--- src/rtl/counter_pkg.sv ---
// Shared types for the LED counter sequencer: counting modes and FSM states.
package counter_pkg;

  typedef enum logic [1:0] {
    UP      = 2'd0,
    DOWN    = 2'd1,
    BOUNCE  = 2'd2,
    ONESHOT = 2'd3
  } mode_e;

  typedef enum logic [1:0] {
    IDLE   = 2'd0,
    RUN    = 2'd1,
    PAUSED = 2'd2
  } state_e;

endpackage

--- src/rtl/tick_gen.sv ---
// Step prescaler: counts 0..DIV-1 while run is high and fires tick on the last value.
module tick_gen #(
  parameter int DIV = 125000000
) (
  input  logic clk,
  input  logic reset,
  input  logic run,
  input  logic clr,
  output logic tick
);

  localparam int CW = $clog2(DIV);
  localparam logic [CW-1:0] LAST = CW'(DIV - 1);

  logic [CW-1:0] cnt_reg;
  logic [CW-1:0] cnt_next;

  assign tick = run && (cnt_reg == LAST);

  always_comb begin
    cnt_next = cnt_reg;
    if (clr) begin
      cnt_next = '0;
    end else if (run) begin
      cnt_next = (cnt_reg == LAST) ? '0 : cnt_reg + CW'(1);
    end
  end

  always_ff @(posedge clk or posedge reset) begin
    if (reset) begin
      cnt_reg <= '0;
    end else begin
      cnt_reg <= cnt_next;
    end
  end

endmodule

--- src/rtl/counter_sequencer.sv ---
// Run/pause/stop controller that steps a WIDTH-bit LED count in up, down,
// bounce or one-shot patterns, one step every DIV clock cycles.
module counter_sequencer
  import counter_pkg::*;
#(
  parameter int WIDTH = 4,
  parameter int DIV   = 125000000
) (
  input  logic             clk,
  input  logic             reset,
  input  logic             start,
  input  logic             stop,
  input  logic [1:0]       mode,
  output logic [WIDTH-1:0] leds,
  output logic             dir,
  output logic             busy,
  output logic             done
);

  localparam logic [WIDTH-1:0] MAX = '1;

  state_e           state_reg, state_next;
  mode_e            mode_reg, mode_next;
  logic [WIDTH-1:0] leds_reg, leds_next;
  logic             dir_reg, dir_next;
  logic             busy_reg, busy_next;
  logic             done_reg, done_next;

  logic             run;
  logic             clr;
  logic             tick;
  logic [WIDTH-1:0] step_leds;
  logic             step_dir;
  logic             oneshot_end;

  assign run = (state_reg == RUN);
  assign clr = (state_reg == IDLE) && start && !stop;

  tick_gen #(
    .DIV(DIV)
  ) u_tick_gen (
    .clk  (clk),
    .reset(reset),
    .run  (run),
    .clr  (clr),
    .tick (tick)
  );

  // Value the count takes on the next tick under the latched mode.
  always_comb begin
    step_leds = leds_reg + WIDTH'(1);
    step_dir  = dir_reg;
    case (mode_reg)
      DOWN: step_leds = leds_reg - WIDTH'(1);
      BOUNCE: begin
        if (!dir_reg) begin
          if (leds_reg == MAX) begin
            step_dir  = 1'b1;
            step_leds = MAX - WIDTH'(1);
          end
        end else if (leds_reg == '0) begin
          step_dir  = 1'b0;
          step_leds = WIDTH'(1);
        end else begin
          step_leds = leds_reg - WIDTH'(1);
        end
      end
      default: ;
    endcase
  end

  assign oneshot_end = tick && (mode_reg == ONESHOT) && (step_leds == MAX);

  always_ff @(posedge clk or posedge reset) begin
    if (reset) begin
      state_reg <= IDLE;
      mode_reg  <= UP;
      leds_reg  <= '0;
      dir_reg   <= 1'b0;
      busy_reg  <= 1'b0;
      done_reg  <= 1'b0;
    end else begin
      state_reg <= state_next;
      mode_reg  <= mode_next;
      leds_reg  <= leds_next;
      dir_reg   <= dir_next;
      busy_reg  <= busy_next;
      done_reg  <= done_next;
    end
  end

  // One-shot completion takes priority over a stop arriving on the same tick.
  always_comb begin
    state_next = state_reg;
    unique case (state_reg)
      IDLE:    if (start && !stop) state_next = RUN;
      RUN: begin
        if (oneshot_end)  state_next = IDLE;
        else if (stop)    state_next = PAUSED;
      end
      PAUSED: begin
        if (stop)         state_next = IDLE;
        else if (start)   state_next = RUN;
      end
      default:            state_next = IDLE;
    endcase
  end

  always_comb begin
    mode_next = mode_reg;
    leds_next = leds_reg;
    dir_next  = dir_reg;
    done_next = 1'b0;
    busy_next = (state_next == RUN);
    unique case (state_reg)
      IDLE: begin
        if (start && !stop) begin
          mode_next = mode_e'(mode);
          leds_next = (mode == DOWN) ? MAX : '0;
          dir_next  = (mode == DOWN);
        end
      end
      RUN: begin
        if (tick) begin
          leds_next = step_leds;
          dir_next  = step_dir;
          done_next = oneshot_end;
        end
      end
      PAUSED: begin
        if (stop) begin
          leds_next = '0;
          dir_next  = 1'b0;
        end
      end
      default: ;
    endcase
  end

  assign leds = leds_reg;
  assign dir  = dir_reg;
  assign busy = busy_reg;
  assign done = done_reg;

endmodule

--- config.mk ---
export PLATFORM = sky130hd
export DESIGN_NAME = counter_sequencer
export DESIGN_NICKNAME = d
export VERILOG_FILES = /design/src/rtl/counter_pkg.sv /design/src/rtl/tick_gen.sv /design/src/rtl/counter_sequencer.sv
export SDC_FILE = /design/constraint.sdc
export NUM_CORES = 1
export LEC_CHECK = 0
export BUFFER_PORTS_ARGS = -buffer_cell sky130_fd_sc_hd__clkbuf_2
export CORE_MARGIN = 4
export CORE_UTILIZATION = 45
export CTS_CLUSTER_SIZE = 30
export DETAILED_ROUTE_END_ITERATION = 16
export GPL_TIMING_DRIVEN = 0
export PLACE_DENSITY = 0.61
export SLEW_MARGIN = 20
export SYNTH_ARGS = -nofsm -noshare
export SYNTH_HDL_FRONTEND = slang
export SYNTH_SLANG_ARGS = --single-unit
--- constraint.sdc ---
create_clock -name clk -period 6.05 [get_ports clk]
set_clock_uncertainty 0.2 [all_clocks]
set_input_delay 0.605 -clock clk [delete_from_list [all_inputs] [get_ports clk]]
set_output_delay 0.605 -clock clk [all_outputs]
set_load 0.02 [all_outputs]
==> results.txt, run 1 <==
- Run status: finished, final reports clean
- Max-cap violations: 0
- Die Footprint: 6870 um2
- Cell area after synthesis: 2520 um2
- Clk_lat worst skew: 0.28 ns
* Minimum clock period after layout: 2.59 ns
- Synth-to-layout area growth: 9.76%
- In the final design database the tool counted 338 nets.
- Detailed Place HPWL: 4350 um
- Pin placement for this block handled 13 I/O pins.
* RR Startpoint: mode_reg[0]$_DFFE_PP0P_
* Max clock buf depth: 2
- Gr usage total: 0.179
- Slowest stage cell, crit path: o41a_1
- Along the worst path, the maximum fanout reaches 10.
- Die Y-Extent: 82.9 um
* Clock transition at the register clock pins on the worst setup and hold paths after CTS: 0.07 ns
* Final routed DRC violation total: 0
- Mapped Cells: 301
- GPL Wtd Cong: 0.825
- Sum of negative setup slack: 0 ns
- Power Density: 388 nW/um2
- The initial utilization of the core area, before any placement, comes to 0.461.
- In this run, post-CTS repair resized a total of 0 instances.
- Global route overflow: 0
- In the final routed layout, each cell accounts on average for 14.9 um.
* Buf+Inv Stages, Crit Path: 2
- Critical path start-end classification: reg2reg
- The core region is 5470 um2.
- Number of buffers inserted to repair setup after CTS: 0
- Worst path required time: 6.03 ns
- dfrtp_1 takes more of the synthesized area than any other cell.
* Routed length on met3: 205 um
* Cells after DPL: 386
- Worst setup SP type: flip-flop
- The first global-routing pass estimated 10400 um of wire.
- Drt initial violations: 90
- Setup slack closes at 3.46 ns.
- The final max-slew violation count was 0.
- Yosys attributes the largest share of cell area to dfrtp_1, o21ai_0, ha_1, nand2_1, nor2_1.
* Antenna viol nets, final: 0
- Via count of the first global-routing pass: 2234
- Count of final hold-check violations: 0
- The cell family contributing the most delay on the critical path is compound AO/OA/AOI/OAI gates.
* Slew at the pin closest to its max-slew limit: 0.567 ns
- Worst min path class: in2async
* CTS Sinks: 38
- STA puts the critical path data arrival time at 2.57 ns.
- Input and output buffers added on the ports amount to 12.
* Final hold slack: 0.0492 ns
- Flip-flop count of the largest register after layout: 27
* Synth unique cells: 62
- Number of synthesized flops with an enable pin: 0
- Vias/cell: 5.76
- In this design, the stage delay of the slowest critical-path cell is 0.43 ns.
- Number of antenna violations at the first check in global routing: 0
- Summed over all nets, wire length on met2 after detailed routing comes to 2820 um.
- Deepest level of the CTS H-tree: 2
- In the synthesized netlist, the cells that appear most often are o21ai_0, dfrtp_1, nand2_1.
- At the placement stage, the worst setup path has a slack of 3.44 ns.
- The critical path goes through inv_1, ha_1, buf_2, or2b_2, o221ai_1, a22oi_1, nand4b_1, o41a_1, nor2b_1.
- Most used standard cell by instance count after synthesis: o21ai_0
- Leak Pwr: 1.19 nW
* Cell row count: 27
- Worst vdd ir: 167 uV
- Final setup viols: 0
- The repair_antennas step left the layout with diodes totalling 0.
- The worst pin sits at a relative slew slack of 0.620.
* Final Cycle Share: 0.429
- Synthesis inferred 38 register bits.
- In this run the worst setup path begins at mode_reg[0]$_DFFE_PP0P_.
* Mapped Avg Cell Area: 8.39 um2
- The filler cells instantiated in the layout total 563.
- Wires add up to 5840 um.
- The share of synthesized area in the top cell type comes to 0.377.
- FMAX: 0.386 GHz
- The worst setup path is captured at a flip-flop.
- Register area share after synthesis: 0.377
- Maximum number of pins on one net before global-route repair: 26
- The first detailed-routing pass took 4 iterations.
- The number of clock buffers added by TritonCTS is 5.
* Share of async-settable or async-resettable flops after synthesis: 1.00
- Power after layout: 0.00107 W
- Setup repair after global routing left no endpoint under its margin.
- Highest metal layer with signal wires: met4
* Wire length on met1: 2750 um
* Die width: 82.9 um
- Count of yosys warnings during synthesis: 0
* Quantity of hold-fixing buffers added after cts: 0
- CTS Root Buffer Type: clkbuf_8
- Excluding fillers, the count of instances in the completed layout stands at 393.
* Synth Net Count: 318
* Flip-flop cell with the highest count after synthesis: dfrtp_1
- TritonCTS built the clock tree.
- Share of layout cells above drive strength 1: 0.121
* Via count: 2262
worst reg2reg max path: stages (launching register included):
cell,delay (ns)
dfrtp_1,0.38
inv_1,0.07
ha_1,0.28
buf_2,0.21
or2b_2,0.17
o221ai_1,0.12
a22oi_1,0.30
nand4b_1,0.17
o41a_1,0.43
nor2b_1,0.15
routing by layer:
metal  vias to the layer above  track usage
li1                       1127            -
met1                      1086        0.231
met2                        42        0.308
met3                         7       0.0347
met4                         0       0.0446
met5                         -            0
stage by stage:
step           instance area [um2]   util
2_1_floorplan                 2520      -
3_3_place_gp                  2680  0.489
5_1_grt                       2770  0.506
6_report                      2770  0.506
3_5_place_dp                  2700  0.492
4_1_cts                       2770  0.506
power breakdown:
part,total (W),internal [W],switching [W]
Combinational,0.000583,0.000215,0.000368
Sequential,0.000329,0.000291,0.0000386
Clock,0.000162,0.0000793,0.0000827
Total,0.00107,0.000585,0.000489
kinds of logic (layout without fill, tap and decap cells):
| group | Yosys count | count (layout) | share of synthesized area |
|---|---|---|---|
| XOR/XNOR | 8 | 8 | 0.0278 |
| adder cells (fa/ha/maj) | 11 | 11 | 0.0545 |
| flip-flops | 38 | 38 | 0.377 |
| buffers and inverters | 30 | 50 | 0.0520 |
| AND/OR/NAND/NOR | 124 | 124 | 0.265 |
| AO/OA/AOI/OAI | 88 | 88 | 0.215 |
| multiplexers | 2 | 2 | 0.00892 |
cell usage in the layout, fill, tap and decap left out, types with 7 or more instances in the layout:
cell       n
nand2_1   33
a21oi_1   12
nand3_1   15
nand4_1    9
nor2_1    26
clkbuf_1   7
o21ai_0   44
clkbuf_2  12
dfrtp_1   38
inv_1     16
ha_1      11
path summary, 6_finish.rpt:
path	to	slack [ns]	depth (start not counted)
min	u_tick_gen.cnt_reg[21]$_DFFE_PP0P_	0.05	2
max reg2reg	state_reg[1]$_DFF_PP0_	3.46	9
min reg2reg	u_tick_gen.cnt_reg[5]$_DFFE_PP0P_	0.30	1
min in group clk	u_tick_gen.cnt_reg[5]$_DFFE_PP0P_	0.30	1
max in group asynchronous	u_tick_gen.cnt_reg[5]$_DFFE_PP0P_	5.17	3
max	state_reg[1]$_DFF_PP0_	3.46	9
layout make-up:
type / instances / area (um2) / share of cell area
Buffer: 12 / 63.8 / 0.0230
Clock buffer: 7 / 76.3 / 0.0275
Inverter: 18 / 67.6 / 0.0244
Multi-Input combinational cell: 233 / 1440 / 0.521
Sequential cell: 38 / 951 / 0.343
Tap cell: 72 / 90.1 / 0.0325
Timing Repair Buffer: 13 / 80.1 / 0.0289
(Power assumes the default switching activity.)
==> inputs of run 2 (changes only) <==
--- a/config.mk
+++ b/config.mk
@@ -5,13 +5,14 @@
 export SDC_FILE = /design/constraint.sdc
 export NUM_CORES = 1
 export LEC_CHECK = 0
+export ABC_AREA = 1
 export BUFFER_PORTS_ARGS = -buffer_cell sky130_fd_sc_hd__clkbuf_2
 export CORE_MARGIN = 4
 export CORE_UTILIZATION = 45
 export CTS_CLUSTER_SIZE = 30
 export DETAILED_ROUTE_END_ITERATION = 16
 export GPL_TIMING_DRIVEN = 0
-export PLACE_DENSITY = 0.61
+export PLACE_DENSITY = 0.63
 export SLEW_MARGIN = 20
 export SYNTH_ARGS = -nofsm -noshare
 export SYNTH_HDL_FRONTEND = slang
==> constraint.sdc (replaced) <==
create_clock -name clk -period 2.1 [get_ports clk]
set_clock_uncertainty 0.2 [all_clocks]
set_input_delay 0.21 -clock clk [delete_from_list [all_inputs] [get_ports clk]]
set_output_delay 0.21 -clock clk [all_outputs]
set_load 0.02 [all_outputs]
==> run 2 against run 1 <==
  * Sequential power grew to 3.6 times the previous value
  * Cell area rose by 19%
  * Sequential share of layout area is 5.4 points lower
  * Combinational power increased to 3.6 times the previous value
  * Global-route usage rose by 0.21 points
  * Synthesized area up 3.5%
  * Hold slack better by 0.079 ns
  * Synthesized cell count increased by 22%
  * Largest cell class unchanged
  * Flip-flop and latch count unchanged
  * Utilization rose by 8.3 points
  * Count of clock-buffer cells in the layout is the same
  * Highest routed layer unchanged
  * The run now ends with negative setup slack left
==> results.txt, run 2 <==
- The share of total power dissipated in sequential elements is 0.306.
* Number of antenna violations at the first check in global routing: 0
* Clk_lat worst skew: 0.30 ns
* Flip-flop cell with the highest count after synthesis: dfrtp_1
* Vias/cell: 5.18
* Minimum clock period after layout: 2.11 ns
* Global-route wire length before repair: 10600 um
- Routed length on met2: 3340 um
- Leading cell type in the layout, fill and taps excluded: nand2_1
- RSZ-0062 raised after global routing: yes
* GPL Wtd Cong: 0.878
- After technology mapping, the gate count stands at 368.
- Global routing finished with a remaining overflow of 0.
* Worst endpoint data arrival time: 2.14 ns
- The die is 84.2 um tall.
- Number of synthesized flops with an enable pin: 0
- The via count of the first global-routing pass was 2295.
- Startpoint of the worst hold path: stop
- The run finished, with violations left.
* Worst slew margin relative to its limit: 0.645
- At the worst endpoint, the required time is 2.13 ns.
- In the finished design, the share of the clock period the worst path needs comes to 1.01.
- Antenna viol nets, final: 0
* Number of primary I/O pins: 13
* Critical Path Source: u_tick_gen.cnt_reg[0]$_DFFE_PP0P_
* Share of layout cells above drive strength 1: 0.231
- After detailed routing, the met3 layer carries 248 um of wire.
- The routed design has 6770 um of wire.
- For this configuration, the core starts out at a cell density of 0.469.
- The commonest cells after synthesis are nand2_1, inv_1, dfrtp_1.
* Wire length on met1: 3120 um
- Cell row count: 27
- Minimum setup slack in the final design: -0.0108 ns
* Layout net count: 432
- Max clock buf depth: 2
* Final setup viols: 2
- STA classifies the critical path endpoint as a flip-flop.
- The register with the most flip-flops in the layout has 27 of them.
* CTS tree: built
* Count of final hold-check violations: 0
- The synthesized netlist contains 28 unique library cells.
* Mapped Avg Cell Area: 7.10 um2
- The most common cell in the synthesized netlist is nand2_1.
- Worst setup SP type: flip-flop
- Measured on the finished design, the core utilization comes to 0.590.
* Max-cap violations: 0
* N_diodes: 0
- Average wire per cell in the routed design: 13.9 um
- Post-synth top area cell: dfrtp_1
- Of the total power, the share spent switching nets is 0.482.
- Clock network power share: 0.140
- The H-tree was split into 2 levels.
- Via count: 2527
* Die width: 84.2 um
- Summed over all failing endpoints, the final setup total negative slack is -0.0170 ns.
- After legalization and detailed placement, the total HPWL measured 4470 um.
* Synth Net Count: 385
- The worst-case IR drop observed on VDD is 651 uV.
- The first detailed-routing pass ran for 4 iterations.
* Seq cells post-synth: 38
- Number of max-slew violations in the final report: 0
- Peak fanout along the critical path: 4
* Leak Pwr: 1.62 nW
* Switch Pwr: 0.00185 W
- The worst register-to-register path begins at u_tick_gen.cnt_reg[0]$_DFFE_PP0P_.
- Entering global routing, the biggest net connects 34 pins.
* Gr usage total: 0.181
- The count of buffers added on input and output ports is 12.
- Drt initial violations: 164
- The cell sitting at the root of the clock tree is a clkbuf_8.
- Power Density: 1160 nW/um2
- Of the post-synthesis cell area, the dominant cell type holds 0.364.
- Sorting the synthesized cells by area gives the leading types as dfrtp_1, nand2_1, inv_1, nand3_1, ha_1.
* Core outline area: 5570 um2
- The floorplan step defined a die boundary enclosing 7090 um2.
- TritonCTS created 5 clock buffers.
- For the pin with the worst max-slew slack, the measured transition is 0.532 ns.
* Clock transition at the register clock pins on the worst setup and hold paths after CTS: 0.08 ns
- Cell area after synthesis: 2610 um2
- The internal portion of the total power is 0.00198 W.
- Critical path start-end classification: reg2reg
- Commonest cells after routing, fill and taps aside: nand2_1, inv_1, dfrtp_1
* Violated checks: negative setup slack
- Synth-to-layout area growth: 25.8%
- Clock tree synthesis found a total of 38 sinks.
* FMAX: 0.474 GHz
- Highest metal layer with signal wires: met4
- Of all flip-flops after synthesis, the portion carrying an async set or reset was 1.00.
- Of the total power, combinational logic draws 0.554.
- Final routed DRC violation total: 0
- The Yosys step of the flow raised 0 warnings.
* Worst min path class: in2reg
- Register area share after synthesis: 0.364
## run 2: changes by cell type after synthesis, moves of 4 or more
cell,delta
clkbuf_1,-4
nor2_1,+6
and2_1,-4
nand2_1,+53
nand3_1,+16
nor3_1,+8
or3_1,-5
o22ai_1,+8
nand2_2,+4
nor2_2,+4
o21ai_0,-20
o21ai_1,+4
inv_1,+46
xor2_1,+7
## run 2: worst max-delay path, stage by stage (launching register included)
cell     delay, ns
dfrtp_1       0.43
ha_4          0.18
nand2_4       0.06
nor3_4        0.26
buf_6         0.15
nand3_4       0.07
nor2_4        0.14
nand2_4       0.07
nor3_4        0.21
nand2_1       0.07
nand2_1       0.07
nand3_1       0.07
o21ai_1       0.07
## run 2: area by class of cell
type | count | area, um2
buffer | 4 | 25.0
clock buffer | 7 | 86.3
clock inverter | 1 | 5.00
fill | 521 | 2290
inverter | 64 | 243
multi-input combinational | 262 | 1590
sequential | 38 | 951
tap | 72 | 90.1
timing repair buffer | 40 | 298
## run 2: kinds of logic (layout without fill, tap and decap cells)
family,after synthesis,in the layout,synth area share
AOI/OAI and AO/OA,56,56,0.119
and+or+nand+nor,181,181,0.318
buffers and inverters,68,116,0.100
adders and majority gates,11,11,0.0527
xor gates and xnor gates,14,14,0.0469
DFF,38,38,0.364
## run 2: timing repair
item	in CTS	in global routing
setup buffers	10	14
cloned	0	0
endpoints found under the setup margin	32	34
hold buffers	3	0
pin swaps	3	17
hold endpoints to repair	40	0
gates resized for setup	6	47
## run 2: path summary, 6_finish.rpt
check,cells past startpoint,end,slack (ns)
max,12,u_tick_gen.cnt_reg[24]$_DFFE_PP0P_,-0.01
min,5,state_reg[1]$_DFF_PP0_,0.13
max reg2reg,12,u_tick_gen.cnt_reg[24]$_DFFE_PP0P_,-0.01
min reg2reg,2,u_tick_gen.cnt_reg[25]$_DFFE_PP0P_,0.36
max in group asynchronous,4,u_tick_gen.cnt_reg[11]$_DFFE_PP0P_,1.15
min in group asynchronous,3,state_reg[1]$_DFF_PP0_,0.14
## run 2: stage by stage
stage	instance area (um2)	setup WS (ns)	hold slack (ns)	cells	power [W]
CTS	3000	0.000808	0.117	474	0.00350
finish	3290	-0.0108	0.128	488	0.00383
global route	3290	-0.139	0.158	488	0.00413
global placement	2760	-0.196	0.236	452	0.00283
floorplan	2610	0.0758	0.131	368	0.00241
detailed placement	2780	-0.215	-0.104	453	0.00286
## run 2: power groups by stage
stage | combinational [W] | sequential [W] | clock [W]
CTS | 0.00182 | 0.00113 | 0.000543
global placement | 0.00167 | 0.00115 | 0
global route | 0.00235 | 0.00120 | 0.000583
detailed placement | 0.00170 | 0.00116 | 0
finish | 0.00212 | 0.00117 | 0.000536
floorplan | 0.00122 | 0.00118 | 0
## run 2: metal layers
layer,up-vias,track usage
met5,-,0
met2,44,0.283
met3,8,0.0343
met4,0,0.0439
met1,1197,0.259
li1,1278,-
